--- config.mk ---
export PLATFORM = sky130hd
export DESIGN_NAME = out_port
export DESIGN_NICKNAME = d
export VERILOG_FILES = /design/src/rtl/out_port.sv
export SDC_FILE = /design/constraint.sdc
export NUM_CORES = 1
export LEC_CHECK = 0
export CAP_MARGIN = 20
export CORE_UTILIZATION = 45
export DETAILED_ROUTE_END_ITERATION = 16
export PLACE_DENSITY_LB_ADDON = 0.15
export SETUP_SLACK_MARGIN = 0.15
export SYNTH_ARGS = -nofsm -noshare
export SYNTH_HDL_FRONTEND = slang
export SYNTH_SLANG_ARGS = --single-unit
--- constraint.sdc ---
create_clock -name gclock -period 4.1 [get_ports gclock]
set_input_delay 0.82 -clock gclock [delete_from_list [all_inputs] [get_ports gclock]]
set_output_delay 0.82 -clock gclock [all_outputs]
set_load 0.01 [all_outputs]
--- src/rtl/out_port.sv ---
// Transmit-side output port: three DEPTH-entry FIFOs written by the core, offered to the
// interconnect under CCM selection, retired when valid_back is low. OUT_PORT_ERR_EN adds err.
module out_port #(
  parameter int unsigned DATA_W = 32,
  parameter int unsigned DEPTH  = 2
) (
  input  logic              gclock,
  input  logic              reset,
  input  logic [1:0]        c_addr,
  input  logic              c_write,
  input  logic [DATA_W-1:0] c_data,
  output logic [2:0]        ready,
  input  logic [1:0]        i_addr,
  output logic [DATA_W:0]   data_out,
  input  logic              valid_back
`ifdef OUT_PORT_ERR_EN
  ,
  output logic [2:0]        err
`endif
);

  localparam int unsigned PtrW = $clog2(DEPTH);
  localparam int unsigned CntW = PtrW + 1;
  localparam logic [CntW-1:0] Full = CntW'(DEPTH);

  logic [DATA_W-1:0] mem_q     [3][DEPTH];
  logic [PtrW-1:0]   wr_ptr_q  [3];
  logic [PtrW-1:0]   rd_ptr_q  [3];
  logic [CntW-1:0]   count_q   [3];
  logic              pend_vld_q;
  logic [1:0]        pend_port_q;

  logic [2:0]        wr_en;
  logic [2:0]        pop;
  logic              sel_nonempty;
  logic [DATA_W-1:0] sel_head;
  logic              offer;

  // Write acceptance uses the pre-pop count, so a same-edge pop never admits a write to a full port.
  always_comb begin
    wr_en        = '0;
    pop          = '0;
    ready        = '0;
    sel_nonempty = 1'b0;
    sel_head     = '0;
    for (int p = 0; p < 3; p++) begin
      wr_en[p] = c_write && (c_addr == 2'(p)) && (count_q[p] != Full);
      pop[p]   = pend_vld_q && !valid_back && (pend_port_q == 2'(p));
      ready[p] = !reset && (count_q[p] != Full);
      if (i_addr == 2'(p)) begin
        sel_nonempty = (count_q[p] != '0);
        sel_head     = mem_q[p][rd_ptr_q[p]];
      end
    end
  end

  // A port with an outstanding offer is skipped so the same word is never offered twice.
  assign offer = (i_addr != 2'd3) && sel_nonempty && !(pend_vld_q && (pend_port_q == i_addr));

  always_ff @(posedge gclock) begin
    for (int p = 0; p < 3; p++) begin
      if (wr_en[p]) begin
        mem_q[p][wr_ptr_q[p]] <= c_data;
      end
    end
  end

  always_ff @(posedge gclock or posedge reset) begin
    if (reset) begin
      for (int p = 0; p < 3; p++) begin
        wr_ptr_q[p] <= '0;
        rd_ptr_q[p] <= '0;
        count_q[p]  <= '0;
      end
      pend_vld_q  <= 1'b0;
      pend_port_q <= 2'd0;
      data_out    <= '0;
    end else begin
      for (int p = 0; p < 3; p++) begin
        if (wr_en[p]) begin
          wr_ptr_q[p] <= wr_ptr_q[p] + PtrW'(1);
        end
        if (pop[p]) begin
          rd_ptr_q[p] <= rd_ptr_q[p] + PtrW'(1);
        end
        if (wr_en[p] && !pop[p]) begin
          count_q[p] <= count_q[p] + CntW'(1);
        end else if (pop[p] && !wr_en[p]) begin
          count_q[p] <= count_q[p] - CntW'(1);
        end
      end
      pend_vld_q <= offer;
      if (offer) begin
        pend_port_q <= i_addr;
        data_out    <= {1'b1, sel_head};
      end else begin
        data_out    <= '0;
      end
    end
  end

`ifdef OUT_PORT_ERR_EN
  always_ff @(posedge gclock or posedge reset) begin
    if (reset) begin
      err <= '0;
    end else begin
      for (int p = 0; p < 3; p++) begin
        if (c_write && (c_addr == 2'(p)) && (count_q[p] == Full)) begin
          err[p] <= 1'b1;
        end
      end
    end
  end
`endif

endmodule

After elaboration in Yosys (flattened, before gate mapping)

Memories as Yosys holds them, arrays and structs flattened.
Index checks and enable logic that the tools add are counted.

Flip-flop bits (word level): 48
Bits in writable memories: 192
Input port bits: 40
Output and inout port bits: 36
Logic and storage cells: 136
Memories kept: 1

Add/sub/neg operators: 12
$lt $le $gt $ge: 9
Equal/unequal tests: 11
Multiplexer cells: 40
Bitwise gates (word level): 6
Reduce and logical (&&, ||, !) cells: 45

Memory list:

| memory | depth | width | rd ports | clocked after memory_dff | write ports | line | text |
|---|---|---|---|---|---|---|---|
| mem_q  | 3     | 64    | 3        | 0                        | 1           | 26   | `logic [DATA_W-1:0] mem_q [3][DEPTH];` |

Operators with widths:

| kind                                                                         | number |
|---|---|
| 32-bit two-way mux                                                           | 15 |
| 64-bit two-way mux                                                           | 7 |
| 64-bit OR reduction                                                          | 2 |
| 32-bit demux with 1-bit select                                               | 3 |
| 33-bit two-way mux                                                           | 1 |
| 1-bit logical AND                                                            | 25 |
| 2-bit two-way mux                                                            | 8 |
| 2-bit greater-or-equal comparator, second input constant                     | 6 |
| 1-bit NOT with 2-bit output                                                  | 6 |
| 2-bit nonzero test                                                           | 6 |
| 1-bit logical NOT                                                            | 9 |
| 2-bit inequality test, second input constant                                 | 4 |
| 1-bit adder, second input constant                                           | 6 |
| 2-bit by 1-bit adder with 2-bit output, second input constant                | 3 |
| 2-bit by 1-bit == test with 1-bit output, second input constant              | 3 |
| 2-bit == test, second input constant                                         | 3 |
| 2-bit logical NOT                                                            | 3 |
| 2-bit by 1-bit less-than comparator with 1-bit output, second input constant | 3 |
| 1-bit two-way mux                                                            | 6 |
| 2-bit by 1-bit subtractor with 2-bit output, second input constant           | 3 |
| 2-bit == test                                                                | 1 |

Logic depth before layout (Yosys ltp)

Gate-level depths: netlist of run 1.

Depth after elaboration: 9
Mapped depth: 7
Gate-level depth less buffers: 7

Worst setup path before layout of run 1

OpenSTA, ideal clock, no wires.

Kind: input-to-reg
From: input port c_addr[1]
To: memory mem_q[0][100] (netlist name), enable pin
Setup time: 0.502 ns
Arrival: 4.020 ns
Required time: 3.598 ns
Path slack: -0.421 ns
Stages: 1
Path buffers: 0
Cell sequence: nor4_1

Cells in the longest elaborated chain, start to end: 8
Elaborated cells between the ends (all ways): 21
Those cells by class: 2 x eq/ne; 10 x mux; 9 x reduce/logical

RTL lines:

| what                                                                                   | line | text |
|---|---|---|
| from (decl)                                                                            | 9    | `input logic [1:0] c_addr,` |
| 2-bit by 1-bit == test with 1-bit output                                               | 47   | `wr_en[p] = c_write && (c_addr == 2'(p)) && (count_q[p] != Full);` |
| 1-bit logical AND (2 in series)                                                        | 47   |  |
| 1-bit two-way mux                                                                      | 62   | `if (wr_en[p]) begin` |
| 64-bit two-way mux (implied by the code)                                               | 63   | `mem_q[p][wr_ptr_q[p]] <= c_data;` |
| 64-bit OR reduction (no line)                                                          | n/a  |  |
| 2-bit two-way mux (no line) / 64-bit two-way mux (equally long branches) (2 in series) | n/a  |  |
| to (decl)                                                                              | 26   |  |

Several ways; a longest one is shown, not always the timed one.

Worst setup path in the final report of run 1

From: input port reset
To: output port ready[2]

Cells in the longest elaborated chain, start to end: 2

RTL lines:

| what                        | line | text |
|---|---|---|
| from (decl)                 | 8    | `input logic reset,` |
| 1-bit logical NOT (no line) | n/a  |  |
| 1-bit logical AND           | 49   | `ready[p] = !reset && (count_q[p] != Full);` |
| to (decl)                   | 12   | `output logic [2:0] ready,` |

Every way passes these cells.

==> results.ini, run 1 <==
[logic_synthesis]
synth_top_area_share=0.628
synth_area_leaders=edfxtp_1 (63%), dfrtp_1 (13%), mux2_2 (9.7%), mux2i_1 (1.9%), a221oi_1 (1.6%)
ys_seq_area_frac=0.756
synth_area_leader_cell=edfxtp_1
syn_nets=567
yosys_warnings=0
postSynthCellCount=524
synth.avg_cell_area_um2=17.5
ys_types=32
syn_area_um2=9180
synth-seq-cells=239

[critical_path]
crit_path_max_fanout=3
cp_slowest_stage_delay_ns=0.53
cp.arrival_ns=1.99
cp_common_cell=clkdlybuf4s50_1
critPathTopFamily=buffers and inverters
required_ns=3.28
end_kind=primary output
start_kind=input pin
rrSetupSlack_ns=1.75
crit_buf_inv=3
path_cells=clkdlybuf4s50_1 -> inv_2 -> and2_1 -> clkdlybuf4s50_1
critPathSlowestCell=clkdlybuf4s50_1
path_class=input pin to primary output

[clock_tree]
cts_tree=done
clk_pin_slew_ns=0.06
root_buffer=clkbuf_16
clkLatencyLatePin_ns=0.52
postCtsResizedCells=0
htreeDepth=1
postCtsSetupRepairBufs=0
clock-sinks=239
cts_hold_buf=0
cts_buffers=25
clock_path_buffers=3

[routing]
drc=0
postRouteAntennaNets=0
drt_iter0_markers=270
dr_total_vias=4763
drt-pass1-iter-count=4
wirelength_um=18200
vias_per_cell=5.29
drt-wirelength-per-cell_um=20.2

[grt]
grtUsageTotal=0.183
grt_remaining_overflow=0
antenna_found_initial=1
grt_pass1_vias=5062
grt_pass1_wl_um=28300
grt_max_degree=48

[sta]
finalHoldViolations=0
fin_setup_tns_ns=0
period_needed_ns=2.81
tightest_slew_ns=0.982
setup_slack_ns=1.29
rsz0062_at_grt=false
holdWs_ns=0.500
setup_viol=0
max_freq_ghz=0.356
maxSlewHeadroom=0.346
report.final.slew_viol_count=0
period_share=0.685
clock-skew-final_ns=0.0112

[job]
maxCapViolations=0

[floorplan]
dieArea_um2=21000
io_pins=76
num_rows=51
die_w_um=145
die_y_um=145
coreArea_um2=19700
start_util=0.465

[placed_design]
port_buffers=75
dp.cells=853
place_hpwl_um=11200
pre_cts_ws_ns=0.947
routabilityCongestion=0.786

[final_layout]
area_growth_pct=20.5
final_nets=658
drive_gt1_frac=0.249
n_fill_cell=1530
final_cell_count_no_fill=900

[hold_path]
hold_class=flip-flop to flip-flop

[pwr]
leakagePower_nw=3.85
p_per_area_nw_per_um2=602
power_mw=6.65
peakVddDrop_mv=0.327

[run_status]
status=finished clean

## kinds of logic (layout without fill, tap and decap cells)
| group | after synthesis | in the layout | share of synthesized area |
|---|---|---|---|
| XOR/XNOR | 17 | 17 | 0.0162 |
| adder cells (fa/ha/maj) | 3 | 3 | 0.00409 |
| buffers and inverters | 33 | 143 | 0.0190 |
| multiplexers | 96 | 96 | 0.115 |
| AO/OA/AOI/OAI | 54 | 54 | 0.0465 |
| AND/OR/NAND/NOR | 82 | 82 | 0.0423 |
| other | 0 | 1 | 0 |
| flip-flops | 239 | 239 | 0.756 |
## flip-flops by register name, summed over array words and instances (netlist names)
| name | count |
|---|---|
| rd_ptr_q | 3 |
| count_q | 6 |
| pend_port_q | 2 |
| mem_q | 192 |
| data_out | 33 |
| wr_ptr_q | 3 |
## synthesized netlist by cell type, drive strengths merged
library cell	count
edfxtp	192
mux2	79
dfrtp	47
nor2	27
buf	22
nor3	19
nand2	18
a221oi	17
mux2i	17
a21oi	16
a22oi	15
xor2	9
clkbuf	8
xnor2	8
nor2b	6
and2	4
o21ai	4
ha	3
inv	3
nand2b	2
or3	2
a211o	1
a32o	1
and4b	1
nand3	1
nor4	1
nor4b	1
## final timing paths
path                              from            to  depth (start not counted)
min                         count_q[5]    count_q[5]                          1
min reg2reg                 count_q[5]    count_q[5]                          1
max in group asynchronous        reset   rd_ptr_q[2]                          3
max                              reset      ready[2]                          4
max reg2reg                rd_ptr_q[1]  data_out[25]                          4
min in group asynchronous        reset   rd_ptr_q[1]                          3
## cell type report
| cell class | count | area (µm²) | area share |
|---|---|---|---|
| Multi-Input combinational cell | 252 | 2100 | 0.190 |
| Clock buffer | 27 | 633 | 0.0572 |
| Tap cell | 265 | 332 | 0.0300 |
| Timing Repair Buffer | 94 | 893 | 0.0808 |
| Inverter | 3 | 11.3 | 0.00102 |
| Clock inverter | 19 | 145 | 0.0131 |
| Sequential cell | 239 | 6940 | 0.628 |
| Antenna cell | 1 | 2.50 | 0.000226 |
## where the power goes
part	internal (mW)	total [mW]	switching [mW]
registers	2.92	3.17	0.253
clock network	1.24	2.11	0.872
logic	0.727	1.37	0.643
total	4.89	6.65	1.77
## cells in the final DEF, fill, tap and decap left out, types with 3 or more instances in the layout
master	count
a21oi_2	12
edfxtp_1	192
nor2_1	27
xnor2_1	8
ha_1	3
clkbuf_16	25
a21oi_1	4
nor3_1	19
mux2i_1	17
nand2_1	18
a221oi_1	17
a22oi_1	15
o21ai_0	3
clkdlybuf4s50_1	75
xor2_1	9
and2_2	3
clkinv_1	8
dfrtp_1	46
clkinv_2	6
buf_4	19
mux2_2	79
## routing by layer
layer	track usage	routed length (µm)
met5	0	0
met3	0.0309	1100
met4	0.0576	286
met1	0.259	8260
met2	0.290	8570
## through the flow
stage / cell area, µm² / util
2_1_floorplan: 9180 / -
3_3_place_gp: 10300 / 0.521
3_5_place_dp: 10300 / 0.521
4_1_cts: 11100 / 0.561
5_1_grt: 11100 / 0.561
6_report: 11100 / 0.561
Note: power is estimated with default switching activity, not from simulation.
==> run 2: changes to the inputs <==
==> constraint.sdc (replaced) <==
create_clock -name gclock -period 2.3 [get_ports gclock]
set_input_delay 0.46 -clock gclock [delete_from_list [all_inputs] [get_ports gclock]]
set_output_delay 0.46 -clock gclock [all_outputs]
set_load 0.01 [all_outputs]
==> run 2 against run 1 <==
First-iteration DRC count up 9.6%. Hold slack worse by 0.12 ns. Clock skew shrank 0.0021 ns. Clock power up 76%. Cell area increased by 2.7%. Combinational power increased by 110%. Sequential share of layout area is 1.6 points lower. Via count is 1.5% higher. Count of clock-buffer cells in the layout is 11 higher. Critical path type is now flip-flop to primary output. Critical endpoint is now ready[1].
==> results.ini, run 2 (synthesis gave the netlist of run 1 again) <==
[run_status]
status=finished clean

[sta]
clock-skew-final_ns=0.00914  ; -0.00210 ns
fin_setup_tns_ns=0  ; unchanged
holdWs_ns=0.382  ; -0.118 ns
finalHoldViolations=0  ; unchanged
period_needed_ns=2.00
setup_slack_ns=0.300  ; -0.993 ns
maxSlewHeadroom=0.522  ; +0.177
tightest_slew_ns=0.716  ; -0.265 ns
period_share=0.869
max_freq_ghz=0.500
report.final.slew_viol_count=0  ; unchanged
rsz0062_at_grt=false
setup_viol=0  ; unchanged

[routing]
postRouteAntennaNets=0  ; unchanged
drc=0  ; unchanged
route.met2.wl_um=9060  ; +5.7%
dr_total_vias=4834  ; +1.5%
m1WireLength_um=9000  ; +8.9%
drt-wirelength-per-cell_um=21.1  ; +4.2%
highest_layer=met4
drt_iter0_markers=296  ; +9.6%
wl_met3_um=907  ; -17%
drt-pass1-iter-count=4  ; unchanged
vias_per_cell=5.31  ; +0.27%
wirelength_um=19200  ; +5.5%

[clock_tree]
clock-sinks=239  ; unchanged
htreeDepth=1  ; unchanged
clock_path_buffers=3  ; unchanged
clkLatencyLatePin_ns=0.52  ; about the same
cts_tree=done
root_buffer=clkbuf_16
cts_buffers=25  ; unchanged
cts_hold_buf=0  ; unchanged
clk_pin_slew_ns=0.06  ; about the same

[pwr]
power_mw=12.1  ; +82%
leakagePower_nw=3.98  ; +3.4%
peakVddDrop_mv=0.549  ; +68%
swShare=0.268  ; +0.00234
p_int_mw=8.84  ; +81%
p_clk_frac=0.308  ; -0.010
pwr-share-comb=0.233  ; +0.027
p_per_area_nw_per_um2=1060  ; +77%
seqPwrFrac=0.459  ; -0.018
power_switching_mw=3.24  ; +83%

[final_layout]
layout_common_cells=edfxtp_1 (192), mux2_2 (79), clkdlybuf4s50_1 (71)
multi_input_comb_area_um2=2110  ; +0.72%
drive_gt1_frac=0.263  ; +0.0139
fin_util=0.576  ; +0.0149
seq_area_um2=6940  ; unchanged
num_antenna_cells=0  ; -1
largest_reg_flops=192  ; unchanged
area_growth_pct=23.7
n_fill_cell=1529  ; -0.065%
layout_commonest_cell=edfxtp_1
final_nets=670  ; +1.8%

[placed_design]
routabilityCongestion=0.746  ; -5.1%
place_hpwl_um=10700  ; -4.9%
port_buffers=75  ; unchanged
pre_cts_ws_ns=0.0990  ; -0.848 ns

[grt]
grt_max_degree=48  ; unchanged
grt_remaining_overflow=0  ; unchanged
grt_pass1_vias=5064  ; +0.040%
grt_pass1_wl_um=29400  ; +3.6%
antenna_found_initial=0  ; -1
grtUsageTotal=0.194  ; +0.0108

[critical_path]
crit_path_max_fanout=5  ; +2
crit_buf_inv=1  ; -2
path_cells=nor2b_2 -> nor2_1 -> dlygate4sd2_1
cp_slowest_stage_delay_ns=0.44  ; -0.09 ns
cp.arrival_ns=1.54  ; -0.45 ns
critPathSlowestCell=dfrtp_1
critPathTopFamily=flip-flops
start_kind=flip-flop
path_class=flip-flop to primary output
required_ns=1.84  ; -1.44 ns
end_kind=primary output

[floorplan]
num_rows=51  ; unchanged
io_pins=76  ; unchanged
dieArea_um2=21000  ; unchanged
die_w_um=145  ; unchanged
die_y_um=145  ; unchanged
start_util=0.465  ; unchanged
coreArea_um2=19700  ; unchanged

[job]
maxCapViolations=0  ; unchanged

[hold_path]
hold_class=input pin to async pin

-- run 2: changes by cell type in the layout (fill, tap and decap cells not counted), moves of 3 or more --
cell,delta
clkinv_2,-4
buf_12,+16
clkbuf_8,+5
dlygate4sd2_1,+3
clkbuf_1,+6
clkdlybuf4s50_1,-4
clkinv_1,-4
buf_4,-4
-- run 2: through the flow --
step / cell area, µm² / std cells
after floorplan: 9210 / 524
after detailed placement: 10600 / 863
after CTS: 11400 / 911
after global placement: 10600 / 863
after global routing: 11400 / 911
final: 11400 / 911
-- run 2: worst min-delay path: stages --
cell	delay (ns)
dlygate4sd2_1	0.28
clkinvlp_4	0.08
buf_4	0.56
-- run 2: layer usage --
| metal | track usage | vias up |
|---|---|---|
| li1 | - | 2225 |
| met1 | 0.272 | 2472 |
| met2 | 0.316 | 111 |
| met3 | 0.0319 | 26 |
| met4 | 0.0510 | 0 |
| met5 | 0 | - |
-- run 2: power by group through the flow --
stage	clock network, mW	registers, mW	logic, mW
2_1_floorplan	0	5.54	1.77
3_3_place_gp	0	5.63	2.77
3_5_place_dp	0	5.65	2.79
4_1_cts	3.80	5.55	2.86
5_1_grt	3.99	5.61	3.04
6_report	3.71	5.55	2.82
-- run 2: area by class of cell --
type / instances / share of cell area
flip-flops and latches: 239 / 0.612
multi-input cells: 252 / 0.186
repair buffers: 106 / 0.104
clock buffers: 38 / 0.0638
well taps: 265 / 0.0292
clock inverters: 8 / 0.00375
inverters: 3 / 0.00132
-- run 2: worst paths after layout --
path,to,slack [ns],depth (start not counted),startpoint
min in group gclock,count_q[5],0.50,1,count_q[5]
setup / recovery,ready[1],0.30,3,count_q[2]
max in group asynchronous,rd_ptr_q[2],1.44,3,reset
setup reg to reg,data_out[21],0.54,4,rd_ptr_q[2]
hold / removal,wr_ptr_q[1],0.38,3,reset
hold reg to reg,count_q[5],0.50,1,count_q[5]
-- run 2: what timing repair did --
item                                    CTS  global route
gates resized for setup                   5             1
setup buffers                             2             0
endpoints found under the setup margin    3             1
pin swaps                                 0             0
